File: src/rtl/fifo_burst_tester.sv
// fifo_burst_tester: push-button burst exerciser for the SRAM-backed FIFO.
//
// Two raw active-low keys are synchronised and debounced; a write press issues
// burst_len+1 write strobes with an incrementing data value, and a read press
// issues burst_len+1 read strobes and captures each returned word. FIFO busy,
// empty and overflow are honoured, and every wait is bounded by TIMEOUT cycles.
//
// Optional feature, macro FIFO_BURST_CHECK_EN: compare each captured word with
// an expected-value counter (loaded with seed on rst) and count mismatches.
// When the macro is undefined, err_cnt and flags[2] are tied to 0.
//
// Ports:
//   clk, rst          system clock, synchronous active-high reset
//   key_we_n/key_re_n raw asynchronous active-low write/read keys
//   burst_len         words per burst minus 1, sampled at burst start
//   seed              initial data value, loaded on rst
//   fifo_we/fifo_re   one-cycle write/read strobes to the FIFO
//   fifo_din          write data, valid with fifo_we
//   fifo_dout         read data, valid with fifo_data_r_rdy
//   fifo_data_r_rdy, fifo_busy, fifo_overflow, fifo_empty  FIFO status
//   last_rd_data      last captured read word
//   err_cnt           saturating compare-mismatch count
//   flags             sticky {timeout, mismatch, underrun, overflow}
//   state_dbg         current FSM state encoding
//   done              one-cycle pulse when a burst completes or aborts
module fifo_burst_tester #(
  parameter int unsigned DATA_W    = 32,
  parameter int unsigned SEED_W    = 8,
  parameter int unsigned DB_CYCLES = 500000,
  parameter int unsigned DB_W      = 19,
  parameter int unsigned TIMEOUT   = 1024
) (
  input  logic              clk,
  input  logic              rst,
  input  logic              key_we_n,
  input  logic              key_re_n,
  input  logic [7:0]        burst_len,
  input  logic [SEED_W-1:0] seed,
  output logic              fifo_we,
  output logic              fifo_re,
  output logic [DATA_W-1:0] fifo_din,
  input  logic [DATA_W-1:0] fifo_dout,
  input  logic              fifo_data_r_rdy,
  input  logic              fifo_busy,
  input  logic              fifo_overflow,
  input  logic              fifo_empty,
  output logic [DATA_W-1:0] last_rd_data,
  output logic [15:0]       err_cnt,
  output logic [3:0]        flags,
  output logic [3:0]        state_dbg,
  output logic              done
);

  localparam logic [DB_W-1:0] DbMax = DB_W'(DB_CYCLES - 1);
  localparam int unsigned     TmoW  = $clog2(TIMEOUT + 1) + 1;

  typedef enum logic [3:0] {
    StIdle    = 4'd0,
    StWrIssue = 4'd1,
    StWrWait  = 4'd2,
    StRdIssue = 4'd3,
    StRdWait  = 4'd4,
    StDone    = 4'd5
  } state_e;

  // ---------------------------------------------------------------------------
  // Key synchronisers and debouncers. Bit 0 is the write key, bit 1 the read key.
  // ---------------------------------------------------------------------------
  logic [1:0]           key_sync1_q, key_sync2_q;
  logic [1:0]           key_pressed;
  logic [1:0]           db_q, db_prev_q, press_q;
  logic [1:0][DB_W-1:0] db_cnt_q;

  assign key_pressed = ~key_sync2_q;

  always_ff @(posedge clk) begin
    if (rst) begin
      key_sync1_q <= 2'b11;
      key_sync2_q <= 2'b11;
      db_q        <= '0;
      db_prev_q   <= '0;
      press_q     <= '0;
      db_cnt_q    <= '0;
    end else begin
      key_sync1_q <= {key_re_n, key_we_n};
      key_sync2_q <= key_sync1_q;
      db_prev_q   <= db_q;
      // Registered rising edge of the debounced level: one cycle per press.
      press_q     <= db_q & ~db_prev_q;
      for (int i = 0; i < 2; i++) begin
        if (key_pressed[i] == db_q[i]) begin
          db_cnt_q[i] <= '0;
        end else if (db_cnt_q[i] == DbMax) begin
          db_q[i]     <= key_pressed[i];
          db_cnt_q[i] <= '0;
        end else begin
          db_cnt_q[i] <= db_cnt_q[i] + DB_W'(1);
        end
      end
    end
  end

  // ---------------------------------------------------------------------------
  // Burst FSM
  // ---------------------------------------------------------------------------
  state_e            state_q, state_d;
  logic [7:0]        rem_q, rem_d;
  logic [TmoW-1:0]   tmo_q;
  logic              tmo_expired;
  logic [DATA_W-1:0] wr_val_q, wr_val_d;
  logic              we_q, we_d, re_q, re_d;
  logic [DATA_W-1:0] din_q, last_q;
  logic [3:0]        flags_q, flags_d;
  logic              capture;
  logic              mismatch;

  assign tmo_expired = (tmo_q >= TmoW'(TIMEOUT));

  always_comb begin
    state_d  = state_q;
    rem_d    = rem_q;
    wr_val_d = wr_val_q;
    we_d     = 1'b0;
    re_d     = 1'b0;
    flags_d  = flags_q;
    capture  = 1'b0;

    case (state_q)
      StIdle: begin
        // Read wins when both presses land in the same cycle.
        if (press_q[1]) begin
          rem_d   = burst_len;
          state_d = StRdIssue;
        end else if (press_q[0]) begin
          rem_d   = burst_len;
          state_d = StWrIssue;
        end
      end
      StWrIssue: begin
        if (fifo_overflow) begin
          flags_d[0] = 1'b1;
          state_d    = StDone;
        end else if (!fifo_busy) begin
          we_d     = 1'b1;
          wr_val_d = wr_val_q + DATA_W'(1);
          state_d  = StWrWait;
        end else if (tmo_expired) begin
          flags_d[3] = 1'b1;
          state_d    = StDone;
        end
      end
      StWrWait: begin
        // First cycle is skipped so the FIFO has time to raise busy.
        if (tmo_q == '0) begin
          state_d = StWrWait;
        end else if (!fifo_busy) begin
          if (rem_q == 8'd0) begin
            state_d = StDone;
          end else begin
            rem_d   = rem_q - 8'd1;
            state_d = StWrIssue;
          end
        end else if (tmo_expired) begin
          flags_d[3] = 1'b1;
          state_d    = StDone;
        end
      end
      StRdIssue: begin
        if (fifo_empty) begin
          flags_d[1] = 1'b1;
          state_d    = StDone;
        end else if (!fifo_busy) begin
          re_d    = 1'b1;
          state_d = StRdWait;
        end else if (tmo_expired) begin
          flags_d[3] = 1'b1;
          state_d    = StDone;
        end
      end
      StRdWait: begin
        if (fifo_data_r_rdy) begin
          capture = 1'b1;
          if (mismatch) flags_d[2] = 1'b1;
          if (rem_q == 8'd0) begin
            state_d = StDone;
          end else begin
            rem_d   = rem_q - 8'd1;
            state_d = StRdIssue;
          end
        end else if (tmo_expired) begin
          flags_d[3] = 1'b1;
          state_d    = StDone;
        end
      end
      StDone: begin
        state_d = StIdle;
      end
      default: begin
        state_d = StIdle;
      end
    endcase
  end

  always_ff @(posedge clk) begin
    if (rst) begin
      state_q  <= StIdle;
      rem_q    <= '0;
      tmo_q    <= '0;
      wr_val_q <= DATA_W'(seed);
      we_q     <= 1'b0;
      re_q     <= 1'b0;
      din_q    <= '0;
      last_q   <= '0;
      flags_q  <= '0;
    end else begin
      state_q  <= state_d;
      rem_q    <= rem_d;
      wr_val_q <= wr_val_d;
      we_q     <= we_d;
      re_q     <= re_d;
      flags_q  <= flags_d;
      if (we_d) din_q <= wr_val_q;
      if (capture) last_q <= fifo_dout;
      // Counts cycles spent in the current state; saturates once expired.
      if (state_d != state_q) begin
        tmo_q <= '0;
      end else if (!tmo_expired) begin
        tmo_q <= tmo_q + TmoW'(1);
      end
    end
  end

  // ---------------------------------------------------------------------------
  // Optional ordering check
  // ---------------------------------------------------------------------------
`ifdef FIFO_BURST_CHECK_EN
  logic [DATA_W-1:0] exp_val_q;
  logic [15:0]       err_cnt_q;

  assign mismatch = capture && (fifo_dout != exp_val_q);

  always_ff @(posedge clk) begin
    if (rst) begin
      exp_val_q <= DATA_W'(seed);
      err_cnt_q <= '0;
    end else if (capture) begin
      exp_val_q <= exp_val_q + DATA_W'(1);
      if (mismatch && (err_cnt_q != 16'hFFFF)) err_cnt_q <= err_cnt_q + 16'd1;
    end
  end

  assign err_cnt = err_cnt_q;
`else
  assign mismatch = 1'b0;
  assign err_cnt  = '0;
`endif

  assign fifo_we      = we_q;
  assign fifo_re      = re_q;
  assign fifo_din     = din_q;
  assign last_rd_data = last_q;
  assign flags        = flags_q;
  assign state_dbg    = state_q;
  assign done         = (state_q == StDone);

endmodule

File: config.mk
export PLATFORM = sky130hd
export DESIGN_NAME = fifo_burst_tester
export DESIGN_NICKNAME = d
export VERILOG_FILES = /design/src/rtl/fifo_burst_tester.sv
export SDC_FILE = /design/constraint.sdc
export NUM_CORES = 1
export LEC_CHECK = 0
export BUFFER_PORTS_ARGS = -buffer_cell sky130_fd_sc_hd__buf_2
export CAP_MARGIN = 20
export CORE_ASPECT_RATIO = 1.75
export CORE_UTILIZATION = 35
export CTS_BUF_LIST = sky130_fd_sc_hd__clkbuf_4
export DETAILED_ROUTE_END_ITERATION = 8
export SYNTH_ARGS = -nofsm -noshare
export SYNTH_HDL_FRONTEND = slang
export SYNTH_SLANG_ARGS = --single-unit
File: constraint.sdc
create_clock -name clk -period 2.6 [get_ports clk]
set_input_delay 0.52 -clock clk [delete_from_list [all_inputs] [get_ports clk]]
set_output_delay 0.52 -clock clk [all_outputs]
set_load 0.02 [all_outputs]
==> flow_summary.yaml <==
cts:
  ctsLongestPathBuffers: 2
  cts_buffers: 17
  post_cts_resized: 0
  h-tree-depth: 4
  clkTransAtPathRegs_ns: 0.14
  clock_latency_ns: 0.58
  cts_tree: "yes"
  hold_buffers: 0
  ctsRootBufferMaster: "clkbuf_4"
  post_cts_buffers: 0
  clock-sinks: 173
place:
  hpwl_um: 13700
  place_inst: 1308
  io_buffer_count: 129
  dp_slack_ns: 0.205
  dpl_cell_area_um2: 8630
  routabilityCongestion: 0.850
min_path:
  hold_path_depth: 2
  holdCritPathClass: "primary input to flip-flop"
route:
  dr.pass1.iters: 4
  routedWlPerCell_um: 14.0
  final_antenna_net_count: 0
  vias_per_cell: 4.91
  post-route-drc-count: 0
  wl_um: 18800
  initialDrtViolationCount: 299
  vias: 6581
setup_path:
  critPathKind: "flip-flop to output pin"
  cp.arrival_ns: 1.84
  crit_chain: "buf_4 > inv_1 > nor4_1 > buf_2"
  ff2ff_path_depth: 7
  max_stage_delay_ns: 0.44
  r2r_slack_ns: 0.30
  cp-start-kind: "flip-flop"
  worstSetupEndpointType: "output pin"
  worst-path-max-fanout: 12
  cp_slowest_cell: "dfxtp_1"
  crit_required_ns: 2.08
floorplanning:
  die_h_um: 198
  row_count: 71
  fp.dieW_um: 114
  core_um2: 21500
  start_util_pct: 35.6
  ioPinCount: 147
  die_area_um2: 22500
logic_synthesis:
  synth.cell_area_um2: 7660
  synth_cells: 907
  syn_avg_cell_area_um2: 8.44
  synth_seq_cells: 173
  ys_warn_count: 0
  async_flop_share_pct: 0
  synth_ff_type: "dfxtp_1"
  ys_seq_area_share_pct: 46.3
  synth_cell_type_count: 62
  synth_edf_count: 8
timing:
  drv_slew: 0
  slew_headroom_pct: 49.2
  tightest_slew_ns: 0.756
  period_needed_ns: 2.36
  clock_skew_ns: 0.0224
  finalSetupViolations: 0
  period_share_pct: 90.6
  hold_viol: 0
  rsz0062_at_grt: "no"
  final.setup.worst_slack_ns: 0.244
  fmax_mhz: 424
  tns_ns: 0
global_routing:
  grt_pass1_vias: 6332
  grt-ovfl-total: 0
  grt_start_max_net_pins: 42
  grt_first_pass_wirelength_um: 30700
  antenna_found_initial: 1
  grtUsageTotal_pct: 17.1
final_layout:
  nNetsFinal: 1097
  drive_gt1_share_pct: 20.7
  fin_area_um2: 8880
  fin_cells: 1341
  area_delta_synth_final_pct: 16.0
power_and_ir_drop:
  power_per_cell_area_nw_per_um2: 488
  power_mw: 4.33
  leakagePower_nw: 3.31
  peakVddDrop_uv: 299
outcome:
  status: "finished, final reports clean"
flow_run:
  cap_viol_max_count: 0
## power breakdown
group	internal, mW	total (mW)	switching (mW)
Combinational	0.0686	0.189	0.121
Clock	0.469	1.43	0.961
Sequential	2.69	2.71	0.0190
## area by class of cell
type / instances / area [µm²]
inverter: 15 / 56.3
clock inverter: 15 / 121
multi-input combinational: 670 / 3800
antenna: 1 / 2.50
sequential: 173 / 3540
tap: 292 / 365
fill: 2258 / 12600
timing repair buffer: 158 / 866
clock buffer: 17 / 128
## synth_stat cells, drive strengths merged, types with 2 or more instances
library cell,number,share of area [%]
nand2,170,8.3
dfxtp,165,43
nor2,95,4.7
a21oi,83,5.4
clkbuf,40,2.0
xor2,40,4.6
nand3,31,2.0
xnor2,31,3.5
o21ai,27,1.8
buf,26,2.4
nand4,21,1.7
and3,15,1.2
inv,15,0.74
nor3,15,1.0
nor4,14,1.1
a2111oi,12,2.3
and2,12,0.98
or3,11,0.96
edfxtp,8,3.1
and4,6,0.69
ha,6,0.98
nor3b,6,0.59
nor4b,6,0.77
or2,6,0.49
or4b,5,0.70
nor2b,4,0.33
or4,4,0.39
a211oi,3,0.29
a31oi,3,0.25
o221ai,3,0.42
a41oi,2,0.23
mux2,2,0.29
mux2i,2,0.26
o211a,2,0.26
## critical path, delay by kind of cell (launching register included)
kind / cells / cell delay, ns
buffers and inverters: 3 / 0.54
flip-flops: 1 / 0.44
AND/OR/NAND/NOR: 1 / 0.30
## final timing paths
check / startpoint / endpoint
worst max-delay path: state_dbg[2] / done
worst min-delay path: key_we_n / key_sync1_q[0]
worst max register to register: tmo_q[0] / tmo_q[1]
worst min register to register: db_prev_q[1] / press_q[1]
## stage by stage
step	utilization, %	hold slack, ns
CTS	41.3	0.0635
global route	41.3	0.0721
floorplan	-	0.367
global placement	40.1	0.371
detailed placement	40.1	0.376
finish	41.3	0.116
## sequential cells by signal, summed over array words and instances (netlist names)
register / cells
rem_q: 8
tmo_q: 12
fifo_we: 1
db_cnt_q: 38
fifo_din: 32
last_rd_data: 32
flags: 3
wr_val_q: 32
db_q: 2
fifo_re: 1
state_dbg: 4
key_sync1_q: 2
key_sync2_q: 2
press_q: 2
db_prev_q: 2
## per-layer routing
metal  share of wire [%]  global-route usage, %  vias up  routed length [µm]
met2                  55                   32.5      125               10300
met5                   0                      0        -                   0
li1                    -                      -     3330                   -
met3                 3.5                   2.92       32                 653
met1                  39                   18.3     3094                7360
met4                 2.4                   7.12        0                 451
## cells in the final DEF (no fill, tap or decap), types with 6 or more instances in the layout
| master | n |
|---|---|
| inv_1 | 15 |
| and4_1 | 6 |
| conb_1 | 18 |
| a2111oi_2 | 8 |
| xor2_1 | 40 |
| xnor2_1 | 31 |
| nand4_1 | 21 |
| and3_1 | 15 |
| o21ai_0 | 25 |
| nand2_1 | 170 |
| clkbuf_4 | 17 |
| nor3_1 | 14 |
| edfxtp_1 | 8 |
| buf_4 | 30 |
| nand3_1 | 31 |
| a21oi_1 | 83 |
| or2_2 | 6 |
| buf_2 | 128 |
| and2_1 | 12 |
| dfxtp_1 | 165 |
| nor2_1 | 95 |
| ha_1 | 6 |
| nor4_1 | 14 |
| or3_1 | 10 |
## logic make-up (layout without fill, tap and decap cells)
kind of cell,Yosys count,count (layout),share of synthesized area (%)
flip-flops,173,173,46.3
adder cells (fa/ha/maj),6,6,0.981
multiplexers,4,4,0.556
other,1,19,0.0490
AND/OR/NAND/NOR,427,427,26.8
AO/OA/AOI/OAI,144,144,12.1
buffers and inverters,81,205,5.12
XOR/XNOR,71,71,8.12
Power figures use the tool's default switching activity.
